==> src/rtl/conv_pkg.sv <==
// conv_pkg: state encoding and output-dimension helper shared by the conv sequencer slice
package conv_pkg;
    typedef enum logic [2:0] {IDLE, LOAD, RUN, DRAIN, DONE} conv_seq_state_t;
    function automatic int out_dim(input int img, input int k);
        return img - k + 1;
    endfunction
endpackage

==> src/rtl/conv_valid_pipe.sv <==
// conv_valid_pipe: shift register tracking which datapath slots hold a live window
module conv_valid_pipe #(
    parameter int DEPTH = 6
) (
    input  logic i_clock,
    input  logic i_reset,
    input  logic shift_in,
    output logic last,
    output logic empty_next
);
    logic [DEPTH-1:0] pipe;
    logic [DEPTH-1:0] pipe_next;
    assign pipe_next  = DEPTH'({pipe, shift_in});
    assign last       = pipe[DEPTH-1];
    assign empty_next = ~|pipe_next;
    always_ff @(posedge i_clock or posedge i_reset)
        if (i_reset) pipe <= '0;
        else pipe <= pipe_next;
endmodule

==> src/rtl/conv_sequencer.sv <==
// conv_sequencer: scans window positions, drives the conv datapath and emits result writes
module conv_sequencer
    import conv_pkg::*;
#(
    parameter int IMG_W        = 6,
    parameter int IMG_H        = 6,
    parameter int KSIZE        = 3,
    parameter int CONV_LATENCY = 6,
    parameter int KRD_LATENCY  = 2,
    parameter int KSET_W       = 4,
    localparam int OUT_W = out_dim(IMG_W, KSIZE),
    localparam int OUT_H = out_dim(IMG_H, KSIZE),
    localparam int NPOS  = OUT_W * OUT_H,
    localparam int MAX_D = (OUT_W > OUT_H) ? OUT_W : OUT_H,
    localparam int RC_W  = (MAX_D > 1) ? $clog2(MAX_D) : 1,
    localparam int AD_W  = (NPOS > 1) ? $clog2(NPOS) : 1
) (
    input  logic              i_clock,
    input  logic              i_reset,
    input  logic              i_start,
    input  logic [KSET_W-1:0] i_kernel_set,
    output logic              o_busy,
    output logic              o_done,
    output logic [KSET_W-1:0] o_kernel_addr,
    output logic              o_win_req,
    output logic [RC_W-1:0]   o_win_row,
    output logic [RC_W-1:0]   o_win_col,
    input  logic              i_win_valid,
    output logic              o_conv_rst_n,
    output logic              o_conv_enable,
    input  logic              i_overflow,
    output logic              o_wr_en,
    output logic [AD_W-1:0]   o_wr_addr,
    output logic              o_overflow
);
    localparam int LD_W = $clog2(KRD_LATENCY + 1);
    conv_seq_state_t state;
    logic [LD_W-1:0] ld_cnt;
    logic issue;
    logic pipe_empty_next;
    assign issue = o_win_req & i_win_valid;
    conv_valid_pipe #(.DEPTH(CONV_LATENCY)) u_pipe (
        .i_clock    (i_clock),
        .i_reset    (i_reset),
        .shift_in   (issue),
        .last       (o_wr_en),
        .empty_next (pipe_empty_next)
    );
    always_ff @(posedge i_clock or posedge i_reset)
        if (i_reset) begin
            state         <= IDLE;
            ld_cnt        <= '0;
            o_busy        <= 1'b0;
            o_done        <= 1'b0;
            o_kernel_addr <= '0;
            o_win_req     <= 1'b0;
            o_win_row     <= '0;
            o_win_col     <= '0;
            o_conv_rst_n  <= 1'b1;
            o_conv_enable <= 1'b0;
            o_wr_addr     <= '0;
            o_overflow    <= 1'b0;
        end else begin
            o_done       <= 1'b0;
            o_conv_rst_n <= 1'b1;
            if (o_wr_en) begin
                o_wr_addr  <= o_wr_addr + 1'b1;
                o_overflow <= o_overflow | i_overflow;
            end
            case (state)
                IDLE: if (i_start) begin
                    state         <= LOAD;
                    ld_cnt        <= '0;
                    o_busy        <= 1'b1;
                    o_kernel_addr <= i_kernel_set;
                    o_win_row     <= '0;
                    o_win_col     <= '0;
                    o_wr_addr     <= '0;
                    o_overflow    <= 1'b0;
                    o_conv_rst_n  <= 1'b0;
                    o_conv_enable <= 1'b1;
                end
                LOAD: if (ld_cnt == LD_W'(KRD_LATENCY - 1)) begin
                    state     <= RUN;
                    o_win_req <= 1'b1;
                end else begin
                    ld_cnt <= ld_cnt + 1'b1;
                end
                RUN: if (issue) begin
                    if (o_win_col == RC_W'(OUT_W - 1)) begin
                        o_win_col <= '0;
                        if (o_win_row == RC_W'(OUT_H - 1)) begin
                            o_win_row <= '0;
                            o_win_req <= 1'b0;
                            state     <= DRAIN;
                        end else begin
                            o_win_row <= o_win_row + 1'b1;
                        end
                    end else begin
                        o_win_col <= o_win_col + 1'b1;
                    end
                end
                DRAIN: if (pipe_empty_next) begin
                    state         <= DONE;
                    o_done        <= 1'b1;
                    o_conv_enable <= 1'b0;
                end
                DONE: begin
                    state  <= IDLE;
                    o_busy <= 1'b0;
                end
                default: state <= IDLE;
            endcase
        end
endmodule
==> config.mk <==
export PLATFORM = sky130hd
export DESIGN_NAME = conv_sequencer
export DESIGN_NICKNAME = d
export VERILOG_FILES = /design/src/rtl/conv_pkg.sv /design/src/rtl/conv_valid_pipe.sv /design/src/rtl/conv_sequencer.sv
export SDC_FILE = /design/constraint.sdc
export NUM_CORES = 1
export LEC_CHECK = 0
export ABC_AREA = 1
export BUFFER_PORTS_ARGS = -buffer_cell sky130_fd_sc_hd__buf_4
export CORE_MARGIN = 2
export CORE_UTILIZATION = 48
export CTS_CLUSTER_SIZE = 12
export DETAILED_ROUTE_END_ITERATION = 10
export HOLD_SLACK_MARGIN = 0.08
export PLACE_DENSITY_LB_ADDON = 0.05
export SLEW_MARGIN = 20
export SYNTH_ARGS = -nofsm -noshare
export SYNTH_HDL_FRONTEND = slang
export SYNTH_SLANG_ARGS = --single-unit
==> constraint.sdc <==
create_clock -name i_clock -period 1.24 [get_ports i_clock]
set_clock_uncertainty 0.1 [all_clocks]
set_input_delay 0.124 -clock i_clock [delete_from_list [all_inputs] [get_ports i_clock]]
set_output_delay 0.124 -clock i_clock [all_outputs]
set_load 0.05 [all_outputs]
# Word-level counts from Yosys, hierarchy flattened
# Index checks and enable logic that the tools add are counted.
# word_totals
regBits	29
output_inout_bits	19
word_cells	84
input_bits	9
# classes
mux	36
n_eq_ne	14
bitwise	2
reduce_logical	15
add_sub_neg	4
# op_table
cell	count
two-way mux 3 bit	6
two-way mux 2 bit	7
inequality test 2 bit (second input constant)	7
two-way mux 1 bit	13
two-way mux 4 bit	3
case mux 2 bit (2 select lines)	3
case mux 3 bit (4 select lines)	1
nonzero test 2 bit	5
AND reduction 3 bit	3
adder 2 x 1 -> 2 bit (second input constant)	3
== test 3 x 2 -> 1 bit (second input constant)	2
case mux 1 bit (2 select lines)	3
AND reduction 6 bit	1
OR reduction 6 bit	1
AND reduction 5 bit	1
adder 4 x 1 -> 4 bit (second input constant)	1
== test 2 bit (second input constant)	2
AND reduction 2 bit	2
AND reduction 4 bit	1
== test 3 x 1 -> 1 bit (second input constant)	1
== test 3 bit (second input constant)	1
zero test 3 bit	1
== test 2 x 1 -> 1 bit (second input constant)	1
AND 1 bit	1
bitwise OR 1 bit	1

# Logic depth before layout (Yosys ltp)
# logic_depth
word_depth	5
depth_mapped	9
depth_no_buf	9

# By module
# A second synthesis with hierarchy kept.
# hier_totals
cells_unflattened	150
area_unflattened_um2	1310.0
# modules_own_cells
mod	area_each_um2	seq_area_each_um2	instances	cells_per_inst
conv_sequencer	1134.8	576.8	1	138
conv_valid_pipe	175.2	150.1	1	12

# Least setup slack after synthesis
# OpenSTA, ideal clock, no wires.
# synth_path
path_kind	reg-to-reg
start	register o_win_col[0]
end	register state[1]
t_arrival_ns	1.366
slack_ns	-0.344
n_path_buf	0
synth_period_minus_slack_ns	1.584
path_stages_with_launch	9
required_ns	1.022
setup_ns	0.118
path_cell_list	dfrtp_1 > ha_1 > inv_1 > nand3_4 > nand2_1 > nor2_1 > nand3_2 > nand2_1 > nand2_1
# synth_between
elab_chain_cells	3
# synth_rtl
item	line	source
start, declared	conv_sequencer.sv:27	output logic [RC_W-1:0] o_win_col,
start signal, assigned	conv_sequencer.sv:100	o_win_col <= o_win_col + 1'b1;
== test 2 bit	conv_sequencer.sv:90	if (o_win_col == RC_W'(OUT_W - 1)) begin
inequality test 2 bit (no source line)	--	
AND reduction 6 bit (no source line)	--	
end signal, assigned	conv_sequencer.sv:84	state <= RUN;
end signal, assigned	conv_sequencer.sv:95	state <= DRAIN;
end signal, assigned	conv_sequencer.sv:104	state <= DONE;
end, declared	conv_sequencer.sv:37	conv_seq_state_t state;
# No other way between the ends.
# A chain may end at the register's enable or synchronous reset.

# Final worst setup path
# layout_path
start	register state[2]
end	register ld_cnt[0]
# layout_between
elab_chain_cells	3
elab_cells_between_ends	7
classes_between	eq/ne (3); mux (1); reduce/logical (3)
# layout_rtl
item	line	source
start signal, assigned	conv_sequencer.sv:51	state <= IDLE;
start signal, assigned	conv_sequencer.sv:72	state <= LOAD;
start signal, assigned	conv_sequencer.sv:84	
== test 3 x 1 -> 1 bit / zero test 3 bit (equally long branches)	conv_sequencer.sv:70	case (state)
inequality test 2 bit (no source line) / nonzero test 2 bit (equally long branches)	--	
AND reduction 3 bit (no source line)	--	
end signal, assigned	conv_sequencer.sv:87	ld_cnt <= ld_cnt + 1'b1;
end, declared	conv_sequencer.sv:38	logic [LD_W-1:0] ld_cnt;
# Parallel ways exist; a longest one is shown, timed or not.

==> results.yml <==
yosys:
  avgSynthCellArea_sq_um: 9.393
  ys_seq_area_share_pct: 54.50
  synthCells: 142
  synth.distinct_cells: 25
  async_flop_share_pct: 100.0
  netlist_area_sq_um: 1334
  ys_top_cells_by_area: "dfrtp_1 (53%), nand2_1 (9.6%), inv_1 (5.6%), ha_1 (3.8%), nor2_1 (3.1%)"
  synth_top_area_share_pct: 52.53
  synth_ff_type: "dfrtp_1"
  synth_top_cell_by_area: "dfrtp_1"
  synth_warnings: 0
  syn_nets: 155
  synth_edf_count: 0
  ys_seq_elements: 29
layout:
  drive_gt1_share_pct: 43.94
  nets: 210
  antenna_cells: 0
  area_growth_pct: 45.22
route:
  routed_wl_microns: 2725
  vias_per_cell: 4.856
  wl_per_cell_microns: 11.90
  drtAntennaViolNets: 0
  drc_errors: 0
  drt_pass1_iterations: 4
  num_vias: 1112
  dr.first_iter.drc_count: 38
worst_hold_path:
  hold_class: "primary input to register"
power:
  power_mw: 5.383
  power_density_nw_per_um2: 2779
  power_leakage_nw: 0.9878
  vdd_drop_max_mv: 2.016
placed_design:
  dp_slack_ps: -105.7
  gp_congestion: 0.8140
  port_buffers: 27
  hpwl_microns: 1900
timing:
  finalSetupViolCount: 16
  finalMaxSlewViolations: 0
  worst_slack_ps: -119.1
  fmax_mhz: 735.8
  fin_crit_ps: 1359
  rsz0062_at_grt: "yes"
  tightest_slew_ps: 369.0
  finalCritPeriodShare_pct: 109.6
  slew_headroom_pct: 75.40
  timing.final.hold_violations: 0
critical_path:
  cp.required_ps: 1370
  crit_path_end_kind: "register"
  critical-path-max-stage-delay_ps: 450
  ff2ff_setup_slack_ps: -120
  crit_chain: "nor2_4 -> nand3_2 -> buf_4 -> nand2_2 -> nand4_1 -> o21ai_0"
  worstPathMaxFanout: 5
  path_buf_inv: 1
  cp_data_arrival_time_ps: 1490
  critPathLaunchType: "register"
  worst-setup-path-type: "register to register"
  critPathTopFamily: "simple AND/OR/NAND/NOR gates"
  crit_slowest_cell: "dfrtp_2"
clocking:
  cts_buffers: 5
  htree_levels: 2
  holdBufCountCts: 7
  path_clk_slew_ps: 80
  clock_tree.buffer_depth: 2
  tritoncts: "done"
  worstSkewPairLatency_ps: 320
  clock_sinks: 29
  cts_root_buffer: "clkbuf_4"
global_route:
  grt_pass1_wl_microns: 4767
  grt_antenna_before_repair: 0
  grt_util_all_layers_pct: 19.60
  grt_pass1_vias: 1144
  grt.overflow.total: 0
  grt_max_degree: 30
run:
  maxCapViolCount: 0
floorplan:
  die-height_microns: 56.72
  die_w_microns: 56.72
  num_rows: 19
  die-area_sq_um: 3217
  pin_count: 28
  start_util_pct: 49.65
  coreArea_sq_um: 2686
outcome:
  violations: "negative setup slack"
  status: "complete, but fails checks"
[through the flow]
step	TNS (ps)	area, sq um	hold slack, ps	std cells	utilization (%)
after floorplan	-668.7	1395	100.7	142	-
after global placement	-526.5	1708	114.0	211	63.58
after detailed placement	-896.9	1708	123.4	211	63.58
after CTS	-1051	1909	49.04	229	71.08
after global routing	-2332	1937	61.07	229	72.10
final	-887.9	1937	67.71	229	72.10
[final cells by class]
type / instances / area, sq um
inverters: 21 / 81.33
repair buffers: 51 / 456.7
clock buffers: 8 / 58.81
flip-flops and latches: 29 / 742.0
multi-input cells: 89 / 559.3
fillers: 204 / 749.5
well taps: 31 / 38.79
[what timing repair did]
item	CTS	global route
resized for setup	15	9
pin swaps	4	2
endpoints found under the hold margin	36	1
buffers inserted	3	0
endpoints found under the setup margin	20	27
[sequential cells by signal (all words and copies together) (netlist names), 2 cells and up]
register / cells
u_pipe.pipe: 6
o_kernel_addr: 4
ld_cnt: 2
o_wr_addr: 4
o_win_row: 2
o_win_col: 2
state: 3
[cells by family after synthesis]
| kind of cell | after synthesis | share of synthesized area (%) |
|---|---|---|
| XOR/XNOR | 1 | 0.6568 |
| flip-flops | 29 | 54.50 |
| AND/OR/NAND/NOR | 71 | 27.30 |
| AO/OA/AOI/OAI | 13 | 5.347 |
| buffers and inverters | 24 | 8.442 |
| adder cells (fa/ha/maj) | 4 | 3.752 |
[final timing paths]
| check | start | endpoint | depth (start not counted) |
|---|---|---|---|
| worst max-delay path | state[2]$_DFFE_PP0P_ | ld_cnt[0]$_DFFE_PP0P_ | 6 |
| worst min-delay path | i_win_valid | u_pipe.pipe[0]$_DFF_PP0_ | 4 |
| worst max register to register | state[2]$_DFFE_PP0P_ | ld_cnt[0]$_DFFE_PP0P_ | 6 |
| worst min register to register | u_pipe.pipe[3]$_DFF_PP0_ | u_pipe.pipe[4]$_DFF_PP0_ | 0 |
| max in group asynchronous | i_reset | o_conv_rst_n$_DFF_PP1_ | 4 |
| min in group asynchronous | i_reset | o_wr_addr[3]$_DFF_PP0_ | 4 |
[cells in the mapped netlist (2+ instances only)]
library cell,instances
buf_6,3
ha_1,4
nand4_1,4
nor2_1,11
inv_1,20
nand3_1,5
o21ai_1,2
a21oi_1,3
nand2_1,34
o21ai_0,6
nand3_2,4
dfrtp_1,28
nor3_1,2
nor2_4,3
nand2_2,3
[worst register-to-register path, stage by stage (launching register included)]
cell and delay (ps):
dfrtp_2 450, nor2_4 190, nand3_2 140, buf_4 160, nand2_2 70, nand4_1 70, o21ai_0 90
[placed cells by master, fill, tap and decap left out, drive strengths merged]
cell | synthesis | final
a21oi | 3 | 3
nor3 | 2 | 2
o21bai | 1 | 1
dfrtp | 28 | 28
buf | 3 | 44
nand2 | 37 | 37
dlygate4sd3 | 0 | 7
ha | 4 | 4
nand3 | 10 | 10
and3 | 1 | 1
a211o | 1 | 1
inv | 21 | 21
dfstp | 1 | 1
o21ai | 8 | 8
nor2 | 14 | 14
nand4 | 4 | 4
xor2 | 1 | 1
clkbuf | 0 | 8
or2 | 3 | 3
[per-layer routing]
layer | vias to the layer above | track usage, % | share of wire, %
li1 | 562 | - | -
met1 | 523 | 22.26 | 41
met2 | 24 | 33.89 | 54
met3 | 3 | 6.221 | 4.4
met4 | 0 | 7.823 | 0.77
met5 | - | 0 | 0
[report_power, final]
group | total, mW | leakage [nW] | switching (mW) | internal (mW)
registers | 1.62 | 0.354 | 0.302 | 1.32
logic | 3.17 | 0.602 | 1.93 | 1.24
clock network | 0.588 | 0.0326 | 0.308 | 0.279
total | 5.38 | 0.988 | 2.54 | 2.84
Note: power is estimated with default switching activity, not from simulation.
